**config.mk**
```make
export PLATFORM = sky130hd
export DESIGN_NAME = display_scan_driver
export DESIGN_NICKNAME = d
export VERILOG_FILES = /design/src/rtl/display_scan_driver_pkg.sv /design/src/rtl/display_scan_driver_scan_prescaler.sv /design/src/rtl/display_scan_driver.sv
export SDC_FILE = /design/constraint.sdc
export NUM_CORES = 1
export LEC_CHECK = 0
export CORE_MARGIN = 1
export CORE_UTILIZATION = 30
export CTS_CLUSTER_DIAMETER = 150
export CTS_CLUSTER_SIZE = 24
export DETAILED_ROUTE_END_ITERATION = 8
export GPL_TIMING_DRIVEN = 0
export PLACE_DENSITY_LB_ADDON = 0.3
export RECOVER_POWER = 100
export SLEW_MARGIN = 20
export SYNTH_ARGS = -nofsm -noshare
export SYNTH_HDL_FRONTEND = slang
export SYNTH_HIERARCHICAL = 1
export SYNTH_SLANG_ARGS = --single-unit
```
**constraint.sdc**
```tcl
create_clock -name clk -period 2.72 [get_ports clk]
set_clock_uncertainty 0.15 [all_clocks]
set_input_delay 0.544 -clock clk [delete_from_list [all_inputs] [get_ports clk]]
set_output_delay 0.544 -clock clk [all_outputs]
set_load 0.01 [all_outputs]
```
**src/rtl/display_scan_driver_pkg.sv**
```systemverilog
// -----------------------------------------------------------------------------
// display_pkg
// Shared types and helpers for the multiplexed 7-segment scan driver.
//   scan_state_e : scan FSM states (IDLE, BLANK, DRIVE)
//   BLANK_CODE   : digit code the downstream decoder renders as all-off
//   MAX_DIGITS   : widest digit count the helper functions support
//   onehot()     : digit index -> one-hot digit enable (MAX_DIGITS wide)
//   lz_mask()    : packed BCD value -> per-digit leading-zero blank flags
// -----------------------------------------------------------------------------
package display_pkg;

    typedef enum logic [1:0] {
        IDLE  = 2'd0,
        BLANK = 2'd1,
        DRIVE = 2'd2
    } scan_state_e;

    localparam logic [3:0] BLANK_CODE = 4'hF;
    localparam int         MAX_DIGITS = 16;

    function automatic logic [MAX_DIGITS-1:0] onehot(input int idx);
        logic [MAX_DIGITS-1:0] res;
        res = '0;
        for (int i = 0; i < MAX_DIGITS; i++) begin
            res[i] = (idx == i);
        end
        return res;
    endfunction

    // Walk from the most significant digit downwards; a digit is blanked while
    // every digit from the top down to it is zero. Digit 0 always shows.
    function automatic logic [MAX_DIGITS-1:0] lz_mask(
        input logic [4*MAX_DIGITS-1:0] val,
        input int                      n
    );
        logic [MAX_DIGITS-1:0] res;
        logic                  zero_run;
        res      = '0;
        zero_run = 1'b1;
        for (int i = MAX_DIGITS-1; i >= 1; i--) begin
            if (i < n) begin
                zero_run = zero_run && (val[4*i +: 4] == 4'h0);
                res[i]   = zero_run;
            end
        end
        return res;
    endfunction

endpackage

```
**src/rtl/display_scan_driver_scan_prescaler.sv**
```systemverilog
// -----------------------------------------------------------------------------
// scan_prescaler
// Slot counter for the scan driver. Counts 0..SCAN_DIV-1 and wraps; the top
// holds it at 0 through clr while the display is dark.
//   clk, rst   : clock, asynchronous active-high reset
//   clr        : synchronous clear (counter forced to 0 next cycle)
//   blank_end  : counter is on the last dead-time cycle of the slot
//   slot_end   : counter is on the last cycle of the slot
// -----------------------------------------------------------------------------
module scan_prescaler #(
    parameter int SCAN_DIV     = 50000,
    parameter int BLANK_CYCLES = 16
) (
    input  logic clk,
    input  logic rst,
    input  logic clr,
    output logic blank_end,
    output logic slot_end
);

    localparam int CNT_W = (SCAN_DIV > 2) ? $clog2(SCAN_DIV) : 2;

    logic [CNT_W-1:0] cnt_q;
    logic [CNT_W-1:0] cnt_d;

    assign blank_end = (cnt_q == CNT_W'(BLANK_CYCLES - 1));
    assign slot_end  = (cnt_q == CNT_W'(SCAN_DIV - 1));

    always_comb begin
        cnt_d = cnt_q + 1'b1;
        if (clr || slot_end) begin
            cnt_d = '0;
        end
    end

    always_ff @(posedge clk or posedge rst) begin
        if (rst) begin
            cnt_q <= '0;
        end else begin
            cnt_q <= cnt_d;
        end
    end

endmodule

```
**src/rtl/display_scan_driver.sv**
```systemverilog
// -----------------------------------------------------------------------------
// display_scan_driver
// Time-multiplexed scan driver for a multi-digit 7-segment display. Feeds one
// digit at a time to seven_segment_decoder with a one-hot digit enable and a
// dead-time gap at the start of every slot. New values arrive via valid/ready
// into a pending buffer and are committed to the shadow register only at frame
// boundaries (or straight away while idle), so a frame never tears.
//   clk, rst     : clock, asynchronous active-high reset
//   enable       : 1 = scan, 0 = dark
//   load_valid   : load_data valid
//   load_data    : packed BCD, nibble i = digit i
//   load_ready   : pending buffer free
//   digit_code   : code for the decoder (BLANK_CODE = dark)
//   digit_sel    : one-hot digit enable, all-zero = off
//   frame_start  : one-cycle pulse on the first blank cycle of digit 0
// -----------------------------------------------------------------------------
module display_scan_driver
    import display_pkg::*;
#(
    parameter int NUM_DIGITS   = 4,
    parameter int SCAN_DIV     = 50000,
    parameter int BLANK_CYCLES = 16,
    parameter int LZ_BLANK     = 1
) (
    input  logic                    clk,
    input  logic                    rst,
    input  logic                    enable,
    input  logic                    load_valid,
    input  logic [4*NUM_DIGITS-1:0] load_data,
    output logic                    load_ready,
    output logic [3:0]              digit_code,
    output logic [NUM_DIGITS-1:0]   digit_sel,
    output logic                    frame_start
);

    localparam int                  IDX_W    = (NUM_DIGITS > 1) ? $clog2(NUM_DIGITS) : 1;
    localparam int                  VAL_W    = 4 * NUM_DIGITS;
    localparam logic [IDX_W-1:0]    LAST_IDX = IDX_W'(NUM_DIGITS - 1);

    scan_state_e          state_q, state_d;
    logic [IDX_W-1:0]     index_q, index_d;
    logic [VAL_W-1:0]     shadow_q, shadow_d;
    logic [VAL_W-1:0]     pend_data_q, pend_data_d;
    logic                 pend_vld_q, pend_vld_d;
    logic                 load_ready_q, load_ready_d;
    logic [NUM_DIGITS-1:0] digit_sel_q, digit_sel_d;
    logic [3:0]           digit_code_q, digit_code_d;
    logic                 frame_start_q, frame_start_d;

    logic                 blank_end;
    logic                 slot_end;
    logic                 prescale_clr;
    logic                 boundary;
    logic                 commit;
    logic [4*MAX_DIGITS-1:0] shadow_ext;
    logic [NUM_DIGITS-1:0] lz_flags;
    logic [NUM_DIGITS-1:0] sel_onehot;

    // The slot counter only runs while scanning.
    assign prescale_clr = !enable || (state_q == IDLE);

    scan_prescaler #(
        .SCAN_DIV     (SCAN_DIV),
        .BLANK_CYCLES (BLANK_CYCLES)
    ) u_prescaler (
        .clk       (clk),
        .rst       (rst),
        .clr       (prescale_clr),
        .blank_end (blank_end),
        .slot_end  (slot_end)
    );

    // Next state, digit index and frame-boundary detection.
    always_comb begin
        state_d  = state_q;
        index_d  = index_q;
        boundary = 1'b0;
        if (!enable) begin
            state_d = IDLE;
            index_d = '0;
        end else begin
            case (state_q)
                IDLE: begin
                    state_d  = BLANK;
                    index_d  = '0;
                    boundary = 1'b1;
                end
                BLANK: begin
                    if (blank_end) begin
                        state_d = DRIVE;
                    end
                end
                DRIVE: begin
                    if (slot_end) begin
                        state_d = BLANK;
                        if (index_q == LAST_IDX) begin
                            index_d  = '0;
                            boundary = 1'b1;
                        end else begin
                            index_d = index_q + 1'b1;
                        end
                    end
                end
                default: begin
                    state_d = IDLE;
                    index_d = '0;
                end
            endcase
        end
    end

    // Pending/shadow buffering. Commit uses the registered pending flag, so a
    // load accepted on a boundary cycle waits for the following boundary.
    always_comb begin
        commit      = pend_vld_q && (boundary || (state_q == IDLE));
        shadow_d    = shadow_q;
        pend_data_d = pend_data_q;
        pend_vld_d  = pend_vld_q;
        if (commit) begin
            shadow_d   = pend_data_q;
            pend_vld_d = 1'b0;
        end
        if (load_valid && load_ready_q) begin
            pend_data_d = load_data;
            pend_vld_d  = 1'b1;
        end
        load_ready_d = !pend_vld_d;
    end

    // Output values are derived from the next state so the registered outputs
    // line up with the state register. Shadow only changes on entry to BLANK
    // or IDLE, so the current shadow is always the one being displayed.
    always_comb begin
        shadow_ext                = '0;
        shadow_ext[VAL_W-1:0]     = shadow_q;
        lz_flags                  = NUM_DIGITS'(lz_mask(shadow_ext, NUM_DIGITS));
        sel_onehot                = NUM_DIGITS'(onehot(int'(index_d)));

        digit_sel_d   = '0;
        digit_code_d  = BLANK_CODE;
        frame_start_d = boundary;
        if (state_d == DRIVE) begin
            digit_sel_d = sel_onehot;
            if ((LZ_BLANK != 0) && lz_flags[index_d]) begin
                digit_code_d = BLANK_CODE;
            end else begin
                digit_code_d = shadow_q[4*int'(index_d) +: 4];
            end
        end
    end

    always_ff @(posedge clk or posedge rst) begin
        if (rst) begin
            state_q       <= IDLE;
            index_q       <= '0;
            shadow_q      <= '0;
            pend_data_q   <= '0;
            pend_vld_q    <= 1'b0;
            load_ready_q  <= 1'b1;
            digit_sel_q   <= '0;
            digit_code_q  <= BLANK_CODE;
            frame_start_q <= 1'b0;
        end else begin
            state_q       <= state_d;
            index_q       <= index_d;
            shadow_q      <= shadow_d;
            pend_data_q   <= pend_data_d;
            pend_vld_q    <= pend_vld_d;
            load_ready_q  <= load_ready_d;
            digit_sel_q   <= digit_sel_d;
            digit_code_q  <= digit_code_d;
            frame_start_q <= frame_start_d;
        end
    end

    assign load_ready  = load_ready_q;
    assign digit_sel   = digit_sel_q;
    assign digit_code  = digit_code_q;
    assign frame_start = frame_start_q;

endmodule

```
==> results of run 1 <==
worst paths after layout:
path | from | to | slack (ns) | depth (start not counted)
setup / recovery | u_prescaler/cnt_q[5] | shadow_q[4] | 0.13 | 9
setup reg to reg | u_prescaler/cnt_q[5] | shadow_q[4] | 0.13 | 9
hold / removal | u_prescaler/cnt_q[0] | u_prescaler/cnt_q[0] | 0.33 | 1
min in group asynchronous | rst | u_prescaler/cnt_q[7] | 0.63 | 2
max in group asynchronous | rst | shadow_q[12] | 0.57 | 3
hold reg to reg | u_prescaler/cnt_q[0] | u_prescaler/cnt_q[0] | 0.33 | 1
power by group:
| part | internal (mW) | switching [mW] | leakage (nW) |
|---|---|---|---|
| logic | 0.248 | 0.137 | 0.617 |
| registers | 1.11 | 0.123 | 0.785 |
| clock network | 0.527 | 0.389 | 0.115 |
| total | 1.88 | 0.648 | 1.52 |
timing repair:
| item | 4_1_cts | 5_1_grt |
|---|---|---|
| pin swaps | 0 | 1 |
| endpoints found under the setup margin | 12 | 18 |
| gates resized for setup | 1 | 4 |
layout by cell type (no fill, tap or decap), drive strengths merged, types with 3 or more instances in the layout:
cell	n
nor3	10
nor2	27
nand3	11
dfrtp	58
or4	3
clkbuf	12
nand2	14
nand2b	6
nand4	11
inv	15
ha	7
dfstp	5
a21oi	4
buf	6
mux2i	4
dlygate4sd3	12
clkdlybuf4s50	17
nor4	6
xnor2	13
mux2	34
logic make-up after synthesis:
group / Yosys count / synth area share (%)
flip-flops: 63 / 51.6
XOR/XNOR: 15 / 4.28
AND/OR/NAND/NOR: 95 / 16.9
multiplexers: 38 / 15.0
adder cells (fa/ha/maj): 7 / 2.86
AO/OA/AOI/OAI: 15 / 5.47
buffers and inverters: 20 / 3.84
cell type report:
cell class / count / share of cell area (%)
sequential: 63 / 42.6
multi-input combinational: 170 / 36.2
timing repair buffer: 30 / 7.95
tap: 133 / 4.48
clock buffer: 9 / 3.34
clock inverter: 7 / 2.70
buffer: 8 / 1.52
inverter: 11 / 1.18
registers in the layout (all words and copies together) (netlist names):
signal and cells:
frame_start 1, u_prescaler/cnt_q 16, index_q 2, shadow_q 16
state_q 2, pend_data_q 16, pend_vld_q 1, digit_sel 4
load_ready 1, digit_code 4
routing by layer:
layer	share of wire [%]	track usage [%]	up-vias	wire [um]
met2	43	16.9	43	2410
met3	4.2	3.53	10	238
met4	1.8	4.55	0	102
met5	0	0	-	0
li1	-	-	970	-
met1	51	17.5	975	2860
worst max-delay path, cell delays in order, from the launching register on:
cell      delay, ns
dfrtp_1        0.44
nor4_2         0.30
nand2_2        0.14
nor3_4         0.30
and2_4         0.24
a31oi_1        0.13
nand2b_4       0.16
buf_6          0.13
buf_6          0.15
mux2_1         0.32
metrics by stage:
| step | hold slack, ns | utilization (%) | instances |
|---|---|---|---|
| after detailed placement | 0.323 | 36.2 | 416 |
| after global placement | 0.319 | 35.9 | 415 |
| after global routing | 0.348 | 37.8 | 431 |
| final | 0.331 | 37.8 | 431 |
| after CTS | 0.333 | 38.5 | 432 |
| after floorplan | 0.300 | - | 253 |
==> results by group, run 1 <==
Worst setup path
  • Req. time, crit path: between 2 and 3 ns
  • Worst EP arrival: between 2 and 3 ns
  • Path type of the worst setup path: flop to flop
  • Critical Path End Type: flop
  • Critical Path Fanout Max: 10
  • Crit path launch type: flop

Clock tree
  • CTS Buf Count: 9
  • CTS sink cnt: 63
  • CTS root buf: clkbuf_8
  • Post-CTS Setup Bufs: 0
  • Reg clk slew, reported paths: 0.08 ns
  • Bufs on Longest Clock Path: 2
  • Number of hold buffers added after cts: 0
  • H-tree depth: 3
  • Worst-Skew Late Latency: approximately 0.34 ns
  • CTS tree: yes

Finish
  • Layout area overhead: 21.1%
  • Post-layout instance area: approximately 3700 sq um
  • Multi-input gate area: 1350 sq um
  • Filler cell count: 1000
  • Proportion of layout cells with a drive suffix above 1: between 20 and 30%
  • # diodes: 0
  • Register Area: roughly 1600 sq um
  • Layout net count: 320

Drt
  • TritonRoute pass-1 iters: 4
  • Via count: roughly 2000
  • Vias per std cell: around 4.6
  • Routed wire length per instance: about 13 um
  • Number of DRC markers in iteration 0: about 120
  • DRC: 0
  • Total wire length: around 5600 um
  • Post-route ant nets: 0

Placement
  • Port Buffer Count: 29
  • Area after DPL: between 3000 and 4000 sq um
  • GP Congestion: ~0.82
  • Hpwl dp: ~4000 um
  • Pre-CTS WS: -0.0844 ns

Global routing
  • First-pass GRT wire length: about 9700 um
  • Remaining global-route overflow: 0
  • GRT Total Usage: between 10 and 15%
  • Largest net degree at the start of global routing: 26
  • Vias in the first global route: around 2000
  • Initial antenna violation count: 0

STA
  • Hold violation count in the final report: 0
  • Final worst-path cycle share: 95.4%
  • Final TNS setup: 0 ns
  • Worst-margin pin slew: between 0.8 and 0.9 ns
  • Final setup violation count: 0
  • RSZ-0062 raised after global routing: no
  • Minimum clock period: between 2 and 3 ns
  • Fmax: ~390 MHz
  • Count of final max-slew check failures: 0
  • Slew HR: approximately 40%
  • Post-route setup slack: about 0.13 ns

Synth
  • Synth Flop Type: dfrtp_1
  • Synth area leader: dfrtp_1
  • Synthesized flop and latch total: 63
  • Sequential area share after synthesis: between 50% and 60%
  • Synthesized cell area: approximately 3000 sq um
  • Async SR Flop Fraction: 100%
  • Cells after Synth: around 250
  • Top-count cell post-synth: dfrtp_1
  • Mapped Avg Cell Area: between 10 and 15 sq um
  • Post-synth EDFFs: 0
  • Post-synth top area share: between 40% and 50%
  • Commonest cells in the netlist: 58 x dfrtp_1, 27 x nor2_1, 24 x mux2_2, 13 x nand2_1, 13 x xnor2_1
  • Yosys cell types: 43
  • Leading post-synthesis cells by cell area: dfrtp_1 47%, mux2_2 8.8%, mux2_4 4.9%, dfstp_2 4.3%, xnor2_1 3.7%
  • Post-synth net total: 280
  • Ys Warns: 6

Power and ir drop
  • Power Dens Cells: a little under 700 nW/um^2
  • Power, Total: approximately 2.5 mW
  • VDD IR max: roughly 0.39 mV
  • P_leak: ~1.5 nW

Run status
  • Status: completed

Floorplanning
  • Die Width: 103 um
  • Starting Density: between 30% and 40%
  • Total die area: 10600 sq um
  • Core Area: 9820 sq um
  • Die height: between 100 and 150 um
  • Std-Cell Rows: 36
  • Ports: 30

Min path
  • Hold Crit Class: flop to flop

Job
  • Max-Cap Viols: 0
(Power assumes the default switching activity.)
==> run 2: changes to the inputs <==
--- a/config.mk
+++ b/config.mk
@@ -13,6 +13,7 @@
 export GPL_TIMING_DRIVEN = 0
 export PLACE_DENSITY_LB_ADDON = 0.3
 export RECOVER_POWER = 100
+export SKIP_LAST_GASP = 1
 export SLEW_MARGIN = 20
 export SYNTH_ARGS = -nofsm -noshare
 export SYNTH_HDL_FRONTEND = slang
==> run 2 against run 1 <==
  * Die area is the same
  * Via count down 0.45%
  * Core utilization grew 0.56 points
  * Worst setup slack improved by 0.031 ns
  * Critical path type unchanged
  * Critical endpoint is now digit_code[0]
  * Largest cell class unchanged
  * Largest power group unchanged
  * Highest routed layer unchanged
==> results by group, run 2 (synthesis gave the netlist of run 1 again) <==
Run status
  • Status: completed

STA
  • Hold violation count in the final report: 0
  • Fmax: a little under 400 MHz
  • Final worst-path cycle share: 94.2%
  • Final TNS setup: 0 ns
  • Slew HR: about two fifths
  • Minimum clock period: around 2.6 ns
  • Post-route setup slack: 0.157 ns
  • Worst-margin pin slew: a little under 0.9 ns
  • Count of final max-slew check failures: 0
  • Final setup violation count: 0
  • RSZ-0062 raised after global routing: yes

Clock tree
  • H-tree depth: 3
  • CTS sink cnt: 63
  • Reg clk slew, reported paths: roughly 0.08 ns
  • Post-CTS Setup Bufs: 0
  • CTS Buf Count: 9
  • Worst-Skew Late Latency: roughly 0.34 ns
  • Bufs on Longest Clock Path: 2
  • CTS root buf: clkbuf_8
  • CTS tree: yes

Floorplanning
  • Total die area: about 11000 sq um
  • Die height: between 100 and 150 um
  • Std-Cell Rows: 36
  • Core Area: 9820 sq um
  • Ports: 30
  • Die Width: slightly above 100 um
  • Starting Density: 31.2%

Placement
  • Hpwl dp: just over 4000 um
  • Port Buffer Count: 29
  • DP Cell Count: between 400 and 500
  • Pre-CTS WS: -0.0844 ns
  • GP Congestion: approximately 0.82

Drt
  • Number of DRC markers in iteration 0: around 120
  • Post-route ant nets: 0
  • Total wire length: approximately 5500 um
  • TritonRoute pass-1 iters: 4
  • Via count: between 1500 and 2000
  • DRC: 0
  • Vias per std cell: approximately 4.6
  • Routed wire length per instance: 12.9 um

Finish
  • # diodes: 0
  • Layout net count: 320
  • Most common cell after layout, fill and taps aside: dfrtp_1
  • Top flop regs: pend_data_q (16), shadow_q (16), u_prescaler/cnt_q (16)
  • Fin cells: 431
  • Commonest cells after routing, fill and taps aside: 58 x dfrtp_1, 27 x nor2_1, 27 x clkdlybuf4s50_1, 24 x mux2_2
  • Layout area overhead: 22.9%
  • Proportion of layout cells with a drive suffix above 1: approximately 27%
  • Core Util, Final: about two fifths

Global routing
  • Remaining global-route overflow: 0
  • First-pass GRT wire length: slightly below 10000 um
  • GRT Total Usage: between 10% and 20%
  • Vias in the first global route: 1954
  • Initial antenna violation count: 0
  • Largest net degree at the start of global routing: 26

Job
  • Max-Cap Viols: 0

Power and ir drop
  • Power Dens Cells: a little under 700 nW/um^2
  • Clock power frac: 35.8%
  • Combinational Power Share: 16.1%
  • Sw Pwr: about 0.65 mW
  • Pint: 1.90 mW
  • VDD IR max: 0.386 mV
  • P_leak: around 1.5 nW
  • Sw frac: 25.5%
  • Seq pwr share: just under 50%

Worst setup path
  • Critical Path Fanout Max: 8
  • Critical Path End Type: flop
  • Critical-path top delay cell: dfrtp_1
  • Crit path launch type: flop
  • CP peak stage delay: approximately 0.44 ns
  • Delay-heaviest family, CP: simple AND/OR/NAND/NOR gates
  • Crit-path cells: nor4_2, nand2_2, nor3_4, xor2_1, a41oi_4, inv_4, mux2i_1, mux2_2, nand2_1
  • Worst Path Buf+Inv: 1
  • Worst EP arrival: roughly 2.7 ns
  • Path type of the worst setup path: flop to flop
  • Req. time, crit path: between 2 and 3 ns

Min path
  • Hold Crit Class: flop to flop
## run 2: cell types whose count changed in the layout (fill, tap and decap cells not counted), sizes merged
cell | previous run | this run
clkdlybuf4s50 | 17 | 27
dlygate4sd3 | 12 | 2
buf | 6 | 7
clkbuf | 12 | 11
## run 2: final timing paths
| path | from | endpoint | slack, ns | cells after the start |
|---|---|---|---|---|
| max | u_prescaler/cnt_q[5] | digit_code[0] | 0.16 | 9 |
| max reg2reg | u_prescaler/cnt_q[5] | digit_code[0] | 0.16 | 9 |
| min in group asynchronous | rst | u_prescaler/cnt_q[5] | 0.63 | 2 |
| max in group asynchronous | rst | shadow_q[12] | 0.57 | 3 |
| min | u_prescaler/cnt_q[0] | u_prescaler/cnt_q[0] | 0.33 | 1 |
| min reg2reg | u_prescaler/cnt_q[0] | u_prescaler/cnt_q[0] | 0.33 | 1 |
## run 2: routing by layer
| metal | vias to the layer above | global-route usage [%] | wire length, um |
|---|---|---|---|
| li1 | 971 | - | - |
| met1 | 962 | 17.5 | 2790 |
| met2 | 47 | 16.9 | 2420 |
| met3 | 9 | 3.53 | 236 |
| met4 | 0 | 4.55 | 92 |
| met5 | - | 0 | 0 |
## run 2: timing repair
item,4_1_cts,5_1_grt
setup endpoints to repair,12,18
gates resized for setup,1,3
hold buffers,0,0
pin swaps,0,1
## run 2: power groups by stage
stage | Clock [mW] | Combinational [mW] | Sequential (mW)
2_1_floorplan | 0 | 0.337 | 1.20
3_3_place_gp | 0 | 0.407 | 1.24
3_5_place_dp | 0 | 0.419 | 1.25
4_1_cts | 0.940 | 0.422 | 1.23
5_1_grt | 0.989 | 0.452 | 1.26
6_report | 0.915 | 0.411 | 1.23
## run 2: worst reg2reg max path: stages, from the launching register on
cell	delay, ns
dfrtp_1	0.44
nor4_2	0.30
nand2_2	0.16
nor3_4	0.29
xor2_1	0.26
a41oi_4	0.24
inv_4	0.18
mux2i_1	0.26
mux2_2	0.18
nand2_1	0.04
## run 2: through the flow
stage	area (sq um)	hold WS, ns	power (mW)
2_1_floorplan	3070	0.300	1.54
3_3_place_gp	3520	0.319	1.65
3_5_place_dp	3550	0.323	1.67
4_1_cts	3780	0.333	2.59
5_1_grt	3770	0.345	2.70
6_report	3770	0.327	2.56
## run 2: layout make-up
cell class              instances  area, sq um
plain buffers                   8         72.6
clock buffers                   9          124
clock inverters                 7          100
fillers                       985         6050
inverters                      11         43.8
multi-input cells             170         1380
flip-flops and latches         63         1580
well taps                     133          166
repair buffers                 30          295
